<file path="src/rtl/ring_dec_if.sv">
// Bundle of ring-counter sample bus and decoder results.
// The checker sees it through the slave modport and the ring side through the master modport.
interface ring_dec_if #(
   parameter int reg_size = 4,
   parameter int idx_w    = 2,
   parameter int rev_w    = 8
);
   logic [reg_size-1:0] q_in;
   logic [idx_w-1:0]    idx;
   logic                valid;
   logic                err;
   logic                err_flag;
   logic                wrap;
   logic [rev_w-1:0]    rev_cnt;

   modport master (output q_in, input idx, valid, err, err_flag, wrap, rev_cnt);
   modport slave  (input q_in, output idx, valid, err, err_flag, wrap, rev_cnt);
endinterface

</file>
<file path="src/rtl/ring_dec.sv">
// Receive-side checker/decoder for a one-hot ring counter: legality and step checks,
// binary index encoding, lock/fault tracking and revolution counting.
//
// state | meaning
// HUNT  | waiting for any legal one-hot code after reset or an illegal code
// CHECK | counting consecutive correct steps toward lock
// LOCK  | ring advancing correctly; idx is trustworthy
// FAULT | lock was lost; waiting for a legal code to restart checking
module ring_dec #(
   parameter int reg_size = 4,
   parameter int idx_w    = 2,
   parameter int lock_cnt = 2,
   parameter int rev_w    = 8
) (
   input logic       clk,
   input logic       clr,
   ring_dec_if.slave rb
);
   localparam int cnt_w = (lock_cnt < 2) ? 1 : $clog2(lock_cnt + 1);
   localparam logic [cnt_w-1:0] lock_m1 = cnt_w'(lock_cnt - 1);

   typedef enum logic [1:0] {HUNT, CHECK, LOCK, FAULT} state_t;

   state_t              state, state_nx;
   logic [cnt_w-1:0]    good_cnt, good_nx;
   logic [reg_size-1:0] prev, rot_prev;
   logic                legal, step_ok, err_nx, wrap_nx;
   logic [idx_w-1:0]    enc, idx_r;
   logic                valid_r, err_r, err_flag_r, wrap_r;
   logic [rev_w-1:0]    rev_r;

   always_comb begin
      legal    = $onehot(rb.q_in);
      rot_prev = {prev[reg_size-2:0], prev[reg_size-1]};
      step_ok  = legal && (rb.q_in == rot_prev);
      enc      = '0;
      for (int i = 0; i < reg_size; i++) begin
         if (rb.q_in[i]) enc = idx_w'(i);
      end
   end

   always_comb begin
      state_nx = state;
      good_nx  = good_cnt;
      err_nx   = 1'b0;
      wrap_nx  = 1'b0;
      case (state)
         HUNT: begin
            if (legal) begin
               state_nx = CHECK;
               good_nx  = '0;
            end
         end
         CHECK: begin
            if (step_ok) begin
               good_nx = good_cnt + cnt_w'(1);
               if (good_cnt == lock_m1) state_nx = LOCK;
            end else if (legal) begin
               good_nx = '0;
            end else begin
               state_nx = HUNT;
            end
         end
         LOCK: begin
            // a hold counts as a fault: the ring must advance every cycle
            if (step_ok) begin
               wrap_nx = rb.q_in[0];
            end else begin
               state_nx = FAULT;
               err_nx   = 1'b1;
            end
         end
         FAULT: begin
            if (legal) begin
               state_nx = CHECK;
               good_nx  = '0;
            end
         end
         default: state_nx = HUNT;
      endcase
   end

   always_ff @(posedge clk) begin
      if (clr) begin
         state      <= HUNT;
         good_cnt   <= '0;
         prev       <= '0;
         idx_r      <= '0;
         valid_r    <= 1'b0;
         err_r      <= 1'b0;
         err_flag_r <= 1'b0;
         wrap_r     <= 1'b0;
         rev_r      <= '0;
      end else begin
         state      <= state_nx;
         good_cnt   <= good_nx;
         prev       <= rb.q_in;
         if (legal) idx_r <= enc;
         valid_r    <= (state_nx == LOCK);
         err_r      <= err_nx;
         err_flag_r <= err_flag_r | err_nx;
         wrap_r     <= wrap_nx;
         if (wrap_nx) rev_r <= rev_r + rev_w'(1);
      end
   end

   assign rb.idx      = idx_r;
   assign rb.valid    = valid_r;
   assign rb.err      = err_r;
   assign rb.err_flag = err_flag_r;
   assign rb.wrap     = wrap_r;
   assign rb.rev_cnt  = rev_r;
endmodule
</file>
<file path="src/flat_wrapper.sv">
// flat-port wrapper written by rule: the top's interface ports become plain ports
module ring_dec_flat 
#(
   parameter int reg_size = 4,
   parameter int idx_w    = 2,
   parameter int lock_cnt = 2,
   parameter int rev_w    = 8
)
  (clk, clr, rb_q_in, rb_idx, rb_valid, rb_err, rb_err_flag, rb_wrap, rb_rev_cnt);
  ring_dec_if #(.reg_size(reg_size), .idx_w(idx_w), .rev_w(rev_w)) rb_i ();
  input logic clk;
  input logic clr;
  input wire logic [$bits(rb_i.q_in)-1:0] rb_q_in;
  output wire logic [$bits(rb_i.idx)-1:0] rb_idx;
  output wire logic [$bits(rb_i.valid)-1:0] rb_valid;
  output wire logic [$bits(rb_i.err)-1:0] rb_err;
  output wire logic [$bits(rb_i.err_flag)-1:0] rb_err_flag;
  output wire logic [$bits(rb_i.wrap)-1:0] rb_wrap;
  output wire logic [$bits(rb_i.rev_cnt)-1:0] rb_rev_cnt;
  assign rb_i.q_in = rb_q_in;
  assign rb_idx = rb_i.idx;
  assign rb_valid = rb_i.valid;
  assign rb_err = rb_i.err;
  assign rb_err_flag = rb_i.err_flag;
  assign rb_wrap = rb_i.wrap;
  assign rb_rev_cnt = rb_i.rev_cnt;
  ring_dec #(.reg_size(reg_size), .idx_w(idx_w), .lock_cnt(lock_cnt), .rev_w(rev_w)) u_core (.clk(clk), .clr(clr), .rb(rb_i));
endmodule
</file>
<file path="config.mk">
export PLATFORM = sky130hd
export DESIGN_NAME = ring_dec_flat
export DESIGN_NICKNAME = d
export VERILOG_FILES = /design/src/rtl/ring_dec_if.sv /design/src/rtl/ring_dec.sv /design/src/flat_wrapper.sv
export SDC_FILE = /design/constraint.sdc
export NUM_CORES = 1
export LEC_CHECK = 0
export BUFFER_PORTS_ARGS = -buffer_cell sky130_fd_sc_hd__buf_2
export CAP_MARGIN = 20
export CORE_MARGIN = 10
export CORE_UTILIZATION = 50
export CTS_CLUSTER_DIAMETER = 30
export DETAILED_ROUTE_END_ITERATION = 8
export MAX_ROUTING_LAYER = met4
export PLACE_DENSITY = 0.72
export RECOVER_POWER = 25
export SYNTH_ARGS = -nofsm -noshare
export SYNTH_HDL_FRONTEND = slang
export SYNTH_SLANG_ARGS = --single-unit
</file>
<file path="constraint.sdc">
create_clock -name clk -period 4.19 [get_ports clk]
set_input_delay 0.838 -clock clk [delete_from_list [all_inputs] [get_ports clk]]
set_output_delay 0.838 -clock clk [all_outputs]
set_load 0.005 [all_outputs]
</file>
==> Word-level counts from Yosys, hierarchy flattened <==
Cells that the tools add are included.
{ "totals": {"latch_bits": 0, "inputBits": 6, "romBits": 0, "memories": 0, "wordCells": 42, "ram_bits": 0, "register_bits": 22} }
{ "classes": {"n_div": 0, "reduce_logical": 4, "shift": 0, "mux": 16, "add_sub_neg": 5, "eq_ne": 7, "bitwise": 1, "mul": 0, "order_cmp": 0} }
{ "op_table": {"columns": ["operator", "count"], "rows": [
  ["2-to-1 mux 2 bit", 9],
  ["adder 8 x 1 -> 8 bit, second input constant", 1],
  ["equality test 2 bit, second input constant", 3],
  ["one-hot mux 2 bit (3 select lines)", 1],
  ["2-to-1 mux 1 bit", 5],
  ["adder 1 x 1 -> 2 bit", 2],
  ["equality test 2 x 1 -> 1 bit, second input constant", 2],
  ["equality test 4 bit", 1],
  ["one-hot mux 2 bit (2 select lines)", 1],
  ["adder 3 bit", 1],
  ["equality test 3 x 1 -> 1 bit, second input constant", 1],
  ["adder 2 x 1 -> 2 bit, second input constant", 1],
  ["logical NOT 2 bit", 1],
  ["nonzero test 2 bit", 1],
  ["OR reduction 2 bit", 1],
  ["logical AND 1 bit", 1],
  ["OR 1 bit", 1]
]} }

==> Longest topological paths before layout <==
Gate-level depths: netlist of run 1.
{ "logic_depth": {"ltp_word": 7, "depth_mapped": 9, "ltp_nobuf": 8} }

==> Worst setup path before layout of run 1 <==
OpenSTA, ideal clock, no wires.
{ "synth_path": {"path_type": "input to register", "startpoint": "input port rb_q_in[2]", "endpoint": "register u_core.rev_r[4] (netlist: u_core.rb.rev_cnt[4])", "arrival_ps": 3003, "stages": 8, "setup_slack_ps": 1117, "cell_sequence": "inv_1 -> ha_1 -> ha_1 -> fa_1 -> or3b_4 -> buf_6 -> or4b_1 -> a21oi_1"} }
{ "synth_between": {"elab_chain_len": 6} }
{ "synth_rtl": {"columns": ["item", "line_no", "source"], "rows": [
  ["from (decl)", "flat_wrapper.sv:13", "input wire logic [$bits(rb_i.q_in)-1:0] rb_q_in;"],
  ["adder 1 x 1 -> 2 bit (not written as such)", "ring_dec.sv:33", "legal = $onehot(rb.q_in);"],
  ["adder 3 bit (not written as such)", "ring_dec.sv:33", null],
  ["equality test 3 x 1 -> 1 bit", "ring_dec.sv:33", null],
  ["logical AND 1 bit (*)", "ring_dec.sv:35", "step_ok = legal && (rb.q_in == rot_prev);"],
  ["2-to-1 mux 1 bit (*)", "ring_dec.sv:66", "if (step_ok) begin"],
  ["2-to-1 mux 1 bit (*)", "ring_dec.sv:47", "case (state)"],
  ["to (signal assigned)", "ring_dec.sv:103", "if (wrap_nx) rev_r <= rev_r + rev_w'(1);"],
  ["to (decl)", "ring_dec.sv:30", "logic [rev_w-1:0] rev_r;"]
]} }
Mark *: on every way between the ends. The rest lies on a longest branch, timed or not.
A chain may end at the register's enable or synchronous reset.

==> Worst setup path after layout of run 1 <==
{ "layout_path": {"startpoint": "input port rb_q_in[2]", "endpoint": "register u_core.good_cnt[0]"} }
{ "layout_between": {"elab_chain_len": 6} }
{ "layout_rtl": {"columns": ["item", "line_no", "source"], "rows": [
  ["adder 1 x 1 -> 2 bit (not written as such)", "ring_dec.sv:33", null],
  ["adder 3 bit (not written as such)", "ring_dec.sv:33", null],
  ["equality test 3 x 1 -> 1 bit", "ring_dec.sv:33", null],
  ["2-to-1 mux 2 bit or logical AND 1 bit (tied branches)", null, null],
  ["2-to-1 mux 2 bit", "ring_dec.sv:55", "if (step_ok) begin"],
  ["one-hot mux 2 bit (2 select lines) (*)", "ring_dec.sv:47", null],
  ["to (signal assigned)", "ring_dec.sv:96", "good_cnt <= good_nx;"],
  ["to (decl)", "ring_dec.sv:25", "logic [cnt_w-1:0] good_cnt, good_nx;"]
]} }
Marked as above.

==> results by group, run 1 <==
Synth
  • Ranking of synthesized cells by area: dfxtp_1, ha_1, a21oi_1
  • Distinct cells, synth: 35
  • Syn_area_per_cell: 9.253 sq um
  • Async S/R FF share, synth: 0%
  • Post-synth EDFFs: 0
  • Synth Instances: 119
  • Post-synth top area cell: dfxtp_1
  • Yosys reg bits: 22
  • Post-Synth Simple-Gate Area: 21.02%
  • Synth Area in XOR/XNOR: 3.182%
  • Seq/Total Area, Yosys: 40.00%
  • Largest family of logic cells by synthesized area: simple AND/OR/NAND/NOR gates
  • Most used DFF post-synth: dfxtp_1
  • Warnings, synthesis: 0
  • Mapped cell area: 0.001101 sq mm
  • Count leader, synth: dfxtp_1
  • Mux share of post-synthesis cell area: 0%
  • Synth top area share: 40.00%
  • Synth Area in Compound Gates: 18.41%
  • Syn Nets: 135
  • Synth top cells by count: dfxtp_1, a21oi_1, ha_1
  • Post-synthesis adder-cell area fraction: 12.05%

Finish
  • Diodes inserted: 0
  • Final Net Count: 154
  • Layout overhead on the synthesized area: 10.57%
  • # fillers: 194
  • Layout cells sized above 1: 15.44%

Worst setup path
  • Critical path fanouts, max: 8
  • Critical Path AT: 3.32 ns
  • Register-to-Register Setup Slack: 2.12 ns
  • Worst r2r src: u_core.prev[2]$_SDFF_PP0_
  • Critical path capture point type: flop
  • Worst setup path category: in2reg
  • Required @ worst endpoint: 4.41 ns
  • Crit path launch type: primary input
  • Register-to-Register Path Depth: 4
  • R2r endpoint: u_core.rb.rev_cnt[7]$_SDFFE_PP0P_

Placed design
  • GPL Wtd Cong: 0.6918
  • Final HPWL DP: 1740 um
  • Number of port buffers: 19
  • Placement Setup Slack: 0.7798 ns

Routing
  • Routed wire length: 2297 um
  • Drt initial violations: 28
  • Antenna viol nets, final: 0
  • Wirelength per Cell: 14.09 um
  • Drt first pass iters: 4
  • DRC: 0
  • Routed vias/inst: 5.669
  • Vias: 924

Worst hold path
  • Worst min path class: reg2reg
  • Hold path start: u_core.rb.err_flag$_SDFF_PP0_
  • WHS Endpoint: u_core.rb.err_flag$_SDFF_PP0_
  • Worst hold path cell count: 2

Clock network
  • CTS tree: yes
  • Buffer levels on the longest clock path: 2
  • PostCTS Resize Cnt: 0
  • Post-CTS Setup Inserts: 0
  • H-Tree Depth: 1
  • Clk slew on worst S/H paths: 0.11 ns
  • Worst-skew pair later-pin latency: 0.30 ns
  • CTS Hold Buffers Added: 0
  • Number of CTS-inserted buffers: 3
  • CTS root buffer: clkbuf_4
  • Num Clock Sinks: 22

Floorplanning
  • Starting Density: 54.46%
  • Die W: 66.93 um
  • Die area: 0.004479 sq mm
  • Die H: 66.93 um
  • Core ar.: 0.002022 sq mm
  • Placement row count: 16
  • Ports: 20

Job
  • Max-cap violation count: 0

Global routing
  • Initial antenna violation count: 0
  • Vias in the first global route: 891
  • Largest net degree at the start of global routing: 25
  • GRT Total Usage: 11.26%
  • Global-route wire length before repair: 3988 um
  • Total congestion overflow: 0

Pwr
  • Leak: 0.4565 nW
  • PD cells: 369.1 mW/mm^2
  • Maximum vdd drop: 0.1940 mV

STA
  • RSZ-0062 raised after global routing: no
  • F_max: 323.1 MHz
  • Final setup viols: 0
  • Setup ws final: 1.095 ns
  • Endpoints failing hold: 0
  • Worst Max-Slew Pin Slew: 0.8849 ns
  • Total Negative Setup Slacks: 0 ns
  • Pins Over Slew Limit: 0
  • Clock skew: 0.002939 ns
  • Min Tclk post-route: 3.095 ns
  • Fin crit share: 73.87%
  • Relative slew margins: 41.01%

Outcome
  • Status: completed
## cell type report
class,count,area (sq um),area share (%)
clock buffers,3,22.52,1.850
inverters,8,30.03,2.467
repair buffers,19,88.84,7.297
well taps,27,33.78,2.775
multi-input cells,84,601.8,49.43
flip-flops and latches,22,440.4,36.18
## layer usage
metal | vias up | global-route usage, % | routed length [um]
met2 | 12 | 18.72 | 1161
met4 | 0 | 3.077 | 18
met5 | - | - | 0
met3 | 4 | 3.010 | 65
li1 | 472 | - | -
met1 | 436 | 12.99 | 1052
## flip-flops by register name (all words and copies together) (netlist names)
signal and count:
u_core.rb.rev_cnt 8, u_core.rb.valid 1, u_core.rb.idx 2, u_core.rb.wrap 1
u_core.rb.err 1, u_core.prev 4, u_core.rb.err_flag 1, u_core.state 2
u_core.good_cnt 2
## cell families after synthesis
| family | after synthesis |
|---|---|
| adders and majority gates | 10 |
| and+or+nand+nor | 38 |
| xor gates and xnor gates | 4 |
| buffers and inverters | 13 |
| AOI/OAI and AO/OA | 32 |
| DFF | 22 |
## stage by stage
step	area, sq um	power, W	hold slack [ns]	std cells	util (%)
2_1_floorplan	1101	0.0003317	0.4319	119	-
3_3_place_gp	1201	0.0003609	0.4299	160	59.41
3_5_place_dp	1201	0.0003643	0.4347	160	59.41
4_1_cts	1224	0.0004570	0.4524	163	60.52
5_1_grt	1217	0.0004842	0.4980	163	60.21
6_report	1217	0.0004493	0.4489	163	60.21
## worst max-delay path, cell delays in order
cell and delay [ns]:
buf_2 0.11, inv_1 0.07, ha_1 0.29, ha_1 0.21, fa_1 0.48, nor3b_2 0.48
nand2b_1 0.18, or4_1 0.49, a21oi_1 0.17
## power breakdown
group / internal, W / total (W) / switching (W) / leakage (nW)
combinational: 0.0000484 / 0.000116 / 0.0000672 / 0.263
sequential: 0.000230 / 0.000241 / 0.0000111 / 0.179
clock: 0.0000335 / 0.0000929 / 0.0000595 / 0.0138
## worst max-delay path by stage
stage	start	to	slack, ns	cells past startpoint
floorplan	rb_q_in[2]	u_core.rb.rev_cnt[4]$_SDFFE_PP0P_	1.12	8
global placement	rb_q_in[2]	u_core.good_cnt[1]$_SDFFE_PP0P_	0.88	9
detailed placement	rb_q_in[2]	u_core.good_cnt[0]$_SDFFE_PP0P_	0.78	9
CTS	rb_q_in[2]	u_core.good_cnt[0]$_SDFFE_PP0P_	1.09	9
global route	rb_q_in[2]	u_core.good_cnt[0]$_SDFFE_PP0P_	0.93	9
finish	rb_q_in[2]	u_core.good_cnt[0]$_SDFFE_PP0P_	1.09	9
## cells in the final DEF, fill, tap and decap left out
cell type / n
a211o_1: 1
a211oi_1: 3
a21oi_1: 13
a311oi_1: 1
a31oi_1: 1
and3_1: 1
and3b_1: 1
and4_1: 1
buf_2: 14
clkbuf_1: 5
clkbuf_4: 3
dfxtp_1: 22
fa_1: 1
ha_1: 9
inv_1: 8
nand2_1: 6
nand2b_1: 1
nand3_1: 2
nand3_2: 1
nand4_1: 1
nor2_1: 8
nor2b_1: 2
nor3_1: 1
nor3b_2: 1
o2111ai_1: 1
o211ai_1: 1
o21ai_0: 4
o31ai_1: 5
o41ai_1: 2
or2_2: 1
or3_1: 2
or3b_4: 1
or4_1: 7
or4b_1: 1
xnor2_1: 4
No activity file was read; power rests on OpenSTA's default activity.
==> run 2, diff against run 1 <==
==> constraint.sdc (replaced) <==
create_clock -name clk -period 2.9 [get_ports clk]
set_input_delay 0.58 -clock clk [delete_from_list [all_inputs] [get_ports clk]]
set_output_delay 0.58 -clock clk [all_outputs]
set_load 0.005 [all_outputs]
==> run 2 against run 1 <==
Count of clock-buffer cells in the layout stayed put. Register-to-register slack got worse by 1.0 ns. Core utilization grew 3.4 points. Sequential power rose by 44%. Non-clock buffer count is 9 higher. Global-route usage grew 0.43 points. Hold slack improved by 0.0025 ns. Largest cell class unchanged.
==> results by group, run 2 (synthesis results as in run 1) <==
Outcome
  • Status: completed

Finish
  • Final Net Count: 163
  • Layout Cells excl Fill: 172
  • Most common cell after layout, fill and taps aside: dfxtp_1
  • Post-Layout Inst Area: 0.001286 sq mm
  • Diodes inserted: 0
  • Layout overhead on the synthesized area: 16.82%
  • Most frequent cells in the layout: dfxtp_1, buf_2, a21oi_1
  • Layout cells sized above 1: 21.38%
  • Max FFs per register: 8

Worst hold path
  • Worst min path class: reg2reg
  • Worst hold path cell count: 2
  • Hold path start: u_core.rb.err_flag$_SDFF_PP0_
  • WHS Endpoint: u_core.rb.err_flag$_SDFF_PP0_

Clock network
  • Num Clock Sinks: 22
  • PostCTS Resize Cnt: 0
  • CTS tree: yes
  • Post-CTS Setup Inserts: 0
  • Number of CTS-inserted buffers: 3
  • CTS root buffer: clkbuf_4
  • Buffer levels on the longest clock path: 2
  • Clk slew on worst S/H paths: 0.12 ns
  • Worst-skew pair later-pin latency: 0.31 ns
  • H-Tree Depth: 1
  • CTS Hold Buffers Added: 0

STA
  • Endpoints failing hold: 0
  • Min Tclk post-route: 2.633 ns
  • Clock skew: 0.007055 ns
  • RSZ-0062 raised after global routing: no
  • Relative slew margins: 39.75%
  • Pins Over Slew Limit: 0
  • Worst hold slack: 0.4514 ns
  • Worst Max-Slew Pin Slew: 0.9037 ns
  • F_max: 379.8 MHz
  • Fin crit share: 90.78%
  • Final setup viols: 0

Routing
  • Antenna viol nets, final: 0
  • Drt initial violations: 34
  • Routed vias/inst: 5.669
  • Wirelength per Cell: 13.42 um
  • Routed wire length: 2309 um
  • DRC: 0
  • Drt first pass iters: 4
  • Vias: 975

Pwr
  • Maximum vdd drop: 0.3608 mV
  • Leak: 0.5027 nW
  • PD cells: 520.6 mW/mm^2

Global routing
  • Met2 usage: 17.77%
  • Vias in the first global route: 898
  • Largest net degree at the start of global routing: 25
  • Gr busiest metal: met2
  • Total congestion overflow: 0
  • Initial antenna violation count: 0
  • GRT Total Usage: 11.68%
  • Met1 Use GR: 13.29%
  • Global-route wire length before repair: 4022 um
  • Met3 Use GR: 3.846%

Floorplanning
  • Starting Density: 54.46%
  • Placement row count: 16
  • Die H: 66.93 um
  • Ports: 20
  • Die area: 0.004479 sq mm
  • Die W: 66.93 um
  • Core ar.: 0.002022 sq mm

Worst setup path
  • Register-to-Register Setup Slack: 1.10 ns
  • Critical Path AT: 2.87 ns
  • R2r endpoint: u_core.rb.rev_cnt[4]$_SDFFE_PP0P_
  • Critical path fanouts, max: 14
  • Worst setup path category: in2reg
  • Crit path launch type: primary input
  • Register-to-Register Path Depth: 6
  • Worst r2r src: u_core.state[0]$_SDFF_PP0_
  • Required @ worst endpoint: 3.13 ns
  • Critical path capture point type: flop

Placed design
  • Dpl cell area: 0.001269 sq mm
  • Number of placed cells counting well taps: 169
  • Final HPWL DP: 1757 um
  • Number of port buffers: 19
  • GPL Wtd Cong: 0.7677

Job
  • Max-cap violation count: 0
[run 2: area by class of cell]
type                       count  area, sq um
clock buffer                   3        22.52
multi-input combinational     84        601.8
inverter                       8        30.03
sequential                    22        440.4
timing repair buffer          28        157.7
tap                           27        33.78
fill                         194        735.7
[run 2: worst max-delay path, cell delays in order]
cell and delay, ns:
buf_2 0.10, inv_1 0.05, ha_1 0.29, ha_1 0.21, fa_1 0.48, or3b_4 0.49
or4b_1 0.51, a21oi_1 0.15
[run 2: how the worst max path moves through the flow]
| stage | from | endpoint | slack [ns] | cells past startpoint |
|---|---|---|---|---|
| 2_1_floorplan | rb_q_in[2] | u_core.rb.rev_cnt[4]$_SDFFE_PP0P_ | 0.08 | 8 |
| 3_3_place_gp | rb_q_in[3] | u_core.rb.rev_cnt[2]$_SDFFE_PP0P_ | 0.003 | 8 |
| 3_5_place_dp | rb_q_in[2] | u_core.rb.valid$_SDFF_PP0_ | -0.05 | 9 |
| 4_1_cts | rb_q_in[2] | u_core.rb.rev_cnt[4]$_SDFFE_PP0P_ | 0.28 | 8 |
| 5_1_grt | rb_q_in[2] | u_core.state[0]$_SDFF_PP0_ | 0.15 | 8 |
| 6_report | rb_q_in[2] | u_core.rb.rev_cnt[4]$_SDFFE_PP0P_ | 0.27 | 8 |
[run 2: layer usage]
metal  vias to the layer above  share of wire, %
li1                        487                 -
met1                       467                44
met2                        16                49
met3                         5               4.8
met4                         0               2.2
met5                         -                 0
[run 2: per-stage QoR]
stage / TNS, ns / utilization, % / total power (W) / worst slack (ns)
floorplan: 0 / - / 0.0004792 / 0.08469
global placement: 0 / 62.75 / 0.0005354 / 0.002870
detailed placement: -0.2302 / 62.75 / 0.0005427 / -0.05106
CTS: 0 / 63.86 / 0.0006799 / 0.2833
global route: 0 / 63.61 / 0.0007116 / 0.1543
finish: 0 / 63.61 / 0.0006697 / 0.2672
[run 2: report_power, final]
part	internal (W)	switching, W	total (W)
clock network	0.0000486	0.0000886	0.000137
logic	0.0000840	0.000101	0.000185
registers	0.000332	0.0000160	0.000348
total	0.000464	0.000205	0.000670
